[config.mk]
export PLATFORM = sky130hd
export DESIGN_NAME = ctrl_fsm
export DESIGN_NICKNAME = d
export VERILOG_FILES = /design/src/rtl/sisc_pkg.sv /design/src/rtl/ctrl_fsm.sv
export SDC_FILE = /design/constraint.sdc
export NUM_CORES = 1
export LEC_CHECK = 0
export ABC_CLOCK_PERIOD_IN_PS = 1350
export CORE_AREA = 3 3 40 42
export CTS_CLUSTER_DIAMETER = 80
export DETAILED_ROUTE_END_ITERATION = 6
export DIE_AREA = 0 0 43 45
export PLACE_DENSITY = 0.62
export SLEW_MARGIN = 20
export SYNTH_ARGS = -nofsm -noshare
export SYNTH_HDL_FRONTEND = slang
export SYNTH_SLANG_ARGS = --single-unit
[constraint.sdc]
create_clock -name clk -period 1.35 [get_ports clk]
set_clock_uncertainty 0.15 [all_clocks]
set_input_delay 0.135 -clock clk [delete_from_list [all_inputs] [get_ports clk]]
set_output_delay 0.135 -clock clk [all_outputs]
set_load 0.01 [all_outputs]
[src/rtl/sisc_pkg.sv]
// sisc_pkg: shared definitions for the SISC processor.
// Holds the opcode constants, the control FSM state encodings, the alu_op
// field layout shared between the control unit and the ALU, and the
// instruction decode helper.
package sisc_pkg;

   // Opcodes (instruction register bits [31:28])
   localparam logic [3:0] NOP = 4'b0000;
   localparam logic [3:0] ALU = 4'b0001;
   localparam logic [3:0] ALX = 4'b0010;
   localparam logic [3:0] HLT = 4'b1111;

   // Control FSM states; encodings are visible on the debug state output
   typedef enum logic [2:0] {
      StStart0    = 3'd0,
      StStart1    = 3'd1,
      StFetch     = 3'd2,
      StDecode    = 3'd3,
      StExecute   = 3'd4,
      StMem       = 3'd5,
      StWriteback = 3'd6,
      StHalt      = 3'd7
   } state_e;

   // alu_op layout: [3:1] operation select, [0] status-register update request
   typedef struct packed {
      logic [2:0] func;
      logic       status;
   } alu_op_t;

   // Decoded instruction: valid marks an instruction that writes the register file
   typedef struct packed {
      logic       valid;
      logic [2:0] func;
      logic       status;
   } dec_t;

   // Anything that is not a register/immediate ALU op or an ALX op with
   // mm[2:0] >= 2 decodes as a NOP (all fields zero).
   function automatic dec_t decode_instr(input logic [3:0] opcode, input logic [3:0] mm);
      dec_t d;
      d = '0;
      if (opcode == ALU) begin
         d.valid  = 1'b1;
         d.func   = {2'b00, mm[3]};
         d.status = 1'b1;
      end else if (opcode == ALX && mm[2:1] != 2'b00) begin
         d.valid  = 1'b1;
         d.func   = mm[2:0];
         d.status = ~mm[3];
      end
      return d;
   endfunction

endpackage

[src/rtl/ctrl_fsm.sv]
// ctrl_fsm: multi-cycle control unit for the SISC processor.
// Sequences each instruction through FETCH, DECODE, EXECUTE, MEM and
// WRITEBACK and decodes opcode/mm into ALU and register-file controls.
// Only the state is registered; all outputs decode combinationally from the
// state plus opcode/mm.
// Ports:
//   clk      - system clock
//   rst_f    - synchronous active-low reset
//   opcode   - instruction register bits [31:28]
//   mm       - instruction register bits [27:24] (mode field)
//   ir_load  - instruction register load strobe (FETCH only)
//   pc_write - PC increment strobe (FETCH only)
//   alu_op   - ALU operation; [3:1] select, [0] status update (EXECUTE only)
//   rf_we    - register file write enable (WRITEBACK, valid instructions)
//   wb_sel   - writeback source select, always 0 (alu_result)
//   halt     - high while halted
//   state    - current state, for debug
module ctrl_fsm
   import sisc_pkg::*;
(
   input  logic       clk,
   input  logic       rst_f,
   input  logic [3:0] opcode,
   input  logic [3:0] mm,
   output logic       ir_load,
   output logic       pc_write,
   output logic [3:0] alu_op,
   output logic       rf_we,
   output logic       wb_sel,
   output logic       halt,
   output logic [2:0] state
);

   state_e  state_q, state_d;
   dec_t    dec;
   alu_op_t alu_op_s;

   always_ff @(posedge clk) begin
      if (!rst_f) begin
         state_q <= StStart0;
      end else begin
         state_q <= state_d;
      end
   end

   always_comb begin
      state_d = state_q;
      unique case (state_q)
         StStart0:    state_d = StStart1;
         StStart1:    state_d = StFetch;
         StFetch:     state_d = StDecode;
         StDecode:    state_d = (opcode == HLT) ? StHalt : StExecute;
         StExecute:   state_d = StMem;
         StMem:       state_d = StWriteback;
         StWriteback: state_d = StFetch;
         StHalt:      state_d = StHalt;
         default:     state_d = StStart0;
      endcase
   end

   assign dec = decode_instr(opcode, mm);

   always_comb begin
      ir_load  = 1'b0;
      pc_write = 1'b0;
      alu_op_s = '0;
      rf_we    = 1'b0;
      halt     = 1'b0;
      unique case (state_q)
         StFetch: begin
            ir_load  = 1'b1;
            pc_write = 1'b1;
         end
         StDecode, StMem: begin
            alu_op_s.func = dec.func;
         end
         StExecute: begin
            // Status request only here so the status register updates once
            alu_op_s.func   = dec.func;
            alu_op_s.status = dec.status;
         end
         StWriteback: begin
            alu_op_s.func = dec.func;
            rf_we         = dec.valid;
         end
         StHalt: begin
            halt = 1'b1;
         end
         default: ;
      endcase
   end

   assign alu_op = alu_op_s;
   assign wb_sel = 1'b0;
   assign state  = state_q;

endmodule
After elaboration in Yosys (flattened, before gate mapping) --
Index checks and enable logic that the tools add are counted.
Word-level totals: register bits after elaboration 3, bits in latches 0, memory bits (writable) 0, ROM bits 0, bits of input ports 10, output and inout bits 12, word-level logic and storage cells 26, memories kept 0
Operators by class: add/sub/neg operators 0, multiply operators 0, div/mod/pow operators 0, $lt $le $gt $ge 0, eq/ne operators 10, shifts and indexed selects 0, muxes and demuxes 9, bitwise gates (word level) 1, reduce and logical (&&, ||, !) cells 5
Operators by type and width (number):
- 3-bit case mux with 7 select lines | 1
- 3-bit equality test (second input constant) | 4
- 5-bit two-way mux | 2
- 3-bit by 2-bit equality test with 1-bit output (second input constant) | 2
- 4-bit by 1-bit equality test with 1-bit output (second input constant) | 1
- 4-bit by 2-bit equality test with 1-bit output (second input constant) | 1
- 4-bit equality test (second input constant) | 1
- 1-bit two-way mux | 4
- 4-bit OR reduction | 1
- 3-bit by 1-bit equality test with 1-bit output (second input constant) | 1
- 3-bit zero test | 1
- 3-bit two-way mux | 1
- 2-bit two-way mux | 1
- 2-bit nonzero test | 1
- 2-bit OR reduction | 1
- 1-bit logical AND | 1
- 1-bit NOT | 1

Depth between registers and ports, before layout --
word-level depth 5, depth in mapped cells 4

Worst setup path before layout --
OpenSTA, ideal clock, no wires.
path type reg-to-output, start point register state_q[1] (netlist: state[1]), end point output pc_write, data arrival time 1.125 ns, required time 1.065 ns, setup slack -0.060 ns, stages on the path, launching flop included 4, buffers on the path 2, cells stage by stage dfxtp_1 buf_2 nor3b_1 buf_4
On the way: longest elaborated chain between the ends 2
RTL lines:
- start: declaration | line ctrl_fsm.sv:34 | state_e state_q, state_d;
- start signal: assignment | line ctrl_fsm.sv:40 | state_q <= StStart0;
- start signal: assignment | line ctrl_fsm.sv:42 | state_q <= state_d;
- 3-bit by 2-bit equality test with 1-bit output
- 1-bit two-way mux
- end: declaration | line ctrl_fsm.sv:26 | output logic pc_write,
No other way between the ends.

==> flow_summary.json <==
{
  "crit_buf_inv": 1,
  "cellPowerDensity_mw_per_mm2": 640,
  "hp-class": "in -> reg",
  "power_mw": 0.423,
  "area_growth_pct": 121,
  "critPathArrivalTime_ns": 1.27,
  "clock-sinks": 3,
  "status": "finished, violations left",
  "start_util": 0.233,
  "syn_inst": 36,
  "clk_pin_slew_ns": 0.04,
  "dp_cells": 76,
  "slew_violations": 0,
  "combPwrFrac": 0.374,
  "r2r_setup_slack_ns": 0.21,
  "finalSetupViolCount": 5,
  "max_cap_violations": 0,
  "crit_slowest_cell": "dfxtp_4",
  "cts_buffers": 3,
  "setup_slack_ns": -0.210,
  "crit_chain": "nand3b_1, a21oi_4, a21boi_2, buf_2",
  "routedWlPerCell_microns": 13.2,
  "p_sw_frac": 0.298,
  "grt_use_met3": 0.0159,
  "drt_iter0_drc": 3,
  "placed_area_sq_um": 569,
  "synth_fp_nets": 46,
  "seqPwrFrac": 0.258,
  "clockBufferDepth": 2,
  "ant_nets": 0,
  "final-hold-violation-count": 0,
  "routed_wl_microns": 1100,
  "r2r-end": "state[0]$_SDFF_PN0_",
  "crit_required_ns": 1.07,
  "dp_hpwl_microns": 723,
  "min_from": "opcode[1]",
  "core_sq_mm": 0.00128,
  "first_pass_iters": 5,
  "synth_area_leaders": "dfxtp_1 (20%), a2111oi_2 (10%), and3_1 (6.3%), buf_4 (5.0%), nand3b_1 (5.0%)",
  "die_h_microns": 45,
  "post-place-ws_ns": -0.794,
  "synth_top_area_frac": 0.201,
  "die_w_microns": 43,
  "final_cell_area_sq_um": 661,
  "vias": 404,
  "fin_crit_sh": 1.16,
  "antenna_found_initial": 0,
  "final_cell_mix": "buf_4 (10), buf_2 (7), dlygate4sd2_1 (6)",
  "hold_end": "state[0]$_SDFF_PN0_",
  "cp-start-kind": "flip-flop",
  "cp-end-kind": "output port",
  "cpPeakStageDelay_ns": 0.35,
  "synth_area_leader_cell": "dfxtp_1",
  "synth_ff_type": "dfxtp_1",
  "diodes": 0,
  "drive_gt1_frac": 0.603,
  "clockRootBuffer": "clkbuf_4",
  "mostFrequentLayoutCell": "buf_4",
  "grt_pass1_wl_microns": 1650,
  "synth_area_sq_um": 299,
  "stdcell_count": 83,
  "ys_warn_count": 0,
  "met2_usage": 0.249,
  "hold-worst-slack_ns": 0.287,
  "leakage_nw": 0.282,
  "grt_usage": 0.116,
  "rsz0062_at_grt": "true",
  "drc": 0,
  "portBuffers": 20,
  "num_rows": 13,
  "synth_edf_count": 0,
  "cpLargestDelayFamily": "flip-flops",
  "grt_pass1_vias": 405,
  "cts_tree": "yes",
  "ir_drop_v": 0.000313,
  "grt-ovfl-total": 0,
  "grt_max_degree": 7,
  "critPathKind": "reg -> out",
  "insertion_delay_ns": 0.23,
  "syn_area_per_cell_sq_um": 8.31,
  "hold_depth": 3,
  "fin_nets": 79,
  "use_met1": 0.0986,
  "ys_ff_latch": 3,
  "p_clk_frac": 0.368,
  "vias_per_cell": 4.87,
  "async_flop_share": 0,
  "htreeDepth": 1,
  "busiest_layer": "met2",
  "ctsHoldBuffers": 0,
  "switchingPower_mw": 0.126,
  "period_needed_ns": 1.56,
  "violations": "negative setup slack",
  "fmax_ghz": 0.641,
  "path_max_fanout": 5,
  "gp_congestion": 0.754,
  "ys_types": 24,
  "die_area_sq_mm": 0.00194,
  "p_int_mw": 0.297,
  "r2r_cells": 3,
  "yosysSeqAreaShare": 0.201,
  "boundaryPins": 22
}
## cells in the mapped netlist, drive strengths merged, types with 2 or more instances
master,n
buf,4
and3,3
dfxtp,3
o21ai,3
a2111oi,2
a21boi,2
nand2,2
nand2b,2
nand3b,2
o211ai,2
or2,2
## layer usage
metal  vias to the layer above  wire [microns]
met1                       194             363
met5                         -               0
met3                         0              74
li1                        194               -
met2                        16             660
met4                         0               0
## what timing repair did
action	CTS	global route
endpoints found under the setup margin	11	8
pin swaps	4	2
buffers inserted	3	1
gates resized for setup	53	14
## power by group through the flow
| stage | logic, mW | registers, mW | clock network, mW |
|---|---|---|---|
| finish | 0.158 | 0.109 | 0.156 |
| global route | 0.170 | 0.111 | 0.165 |
| CTS | 0.142 | 0.108 | 0.164 |
| detailed placement | 0.137 | 0.107 | 0 |
| global placement | 0.135 | 0.107 | 0 |
| floorplan | 0.0573 | 0.106 | 0 |
## how the worst max path moves through the flow
stage | startpoint | end | slack [ns] | cells after the start
5_1_grt | flip-flop | alu_op[1] | -0.26 | 4
2_1_floorplan | state[1]$_SDFF_PN0_ | alu_op[0] | -0.02 | 3
4_1_cts | state[1]$_SDFF_PN0_ | alu_op[0] | -0.21 | 3
3_3_place_gp | opcode[1] | alu_op[0] | -0.79 | 5
6_report | flip-flop | alu_op[1] | -0.21 | 4
3_5_place_dp | opcode[1] | alu_op[0] | -0.79 | 5
## per-stage QoR
step / TNS (ns) / utilization
floorplan: -0.0192 / -
global placement: -4.27 / 0.443
detailed placement: -4.37 / 0.443
CTS: -0.831 / 0.481
global route: -1.22 / 0.514
finish: -0.887 / 0.514
## worst reg2reg max path: stages (launching register included)
cell	delay [ns]
dfxtp_4	0.35
buf_4	0.15
a41oi_1	0.23
o21ai_0	0.13
## cell type report
class | count | area, sq um
inverter | 1 | 3.75
timing repair buffer | 32 | 258
fill | 130 | 624
multi-input combinational | 28 | 283
clock buffer | 4 | 26.3
sequential | 3 | 71.3
tap | 15 | 18.8
## kinds of logic after synthesis
| group | share of synthesized area |
|---|---|
| other | 0.0125 |
| AOI/OAI and AO/OA | 0.381 |
| and+or+nand+nor | 0.310 |
| buffers and inverters | 0.0962 |
| DFF | 0.201 |
(Power assumes the default switching activity.)
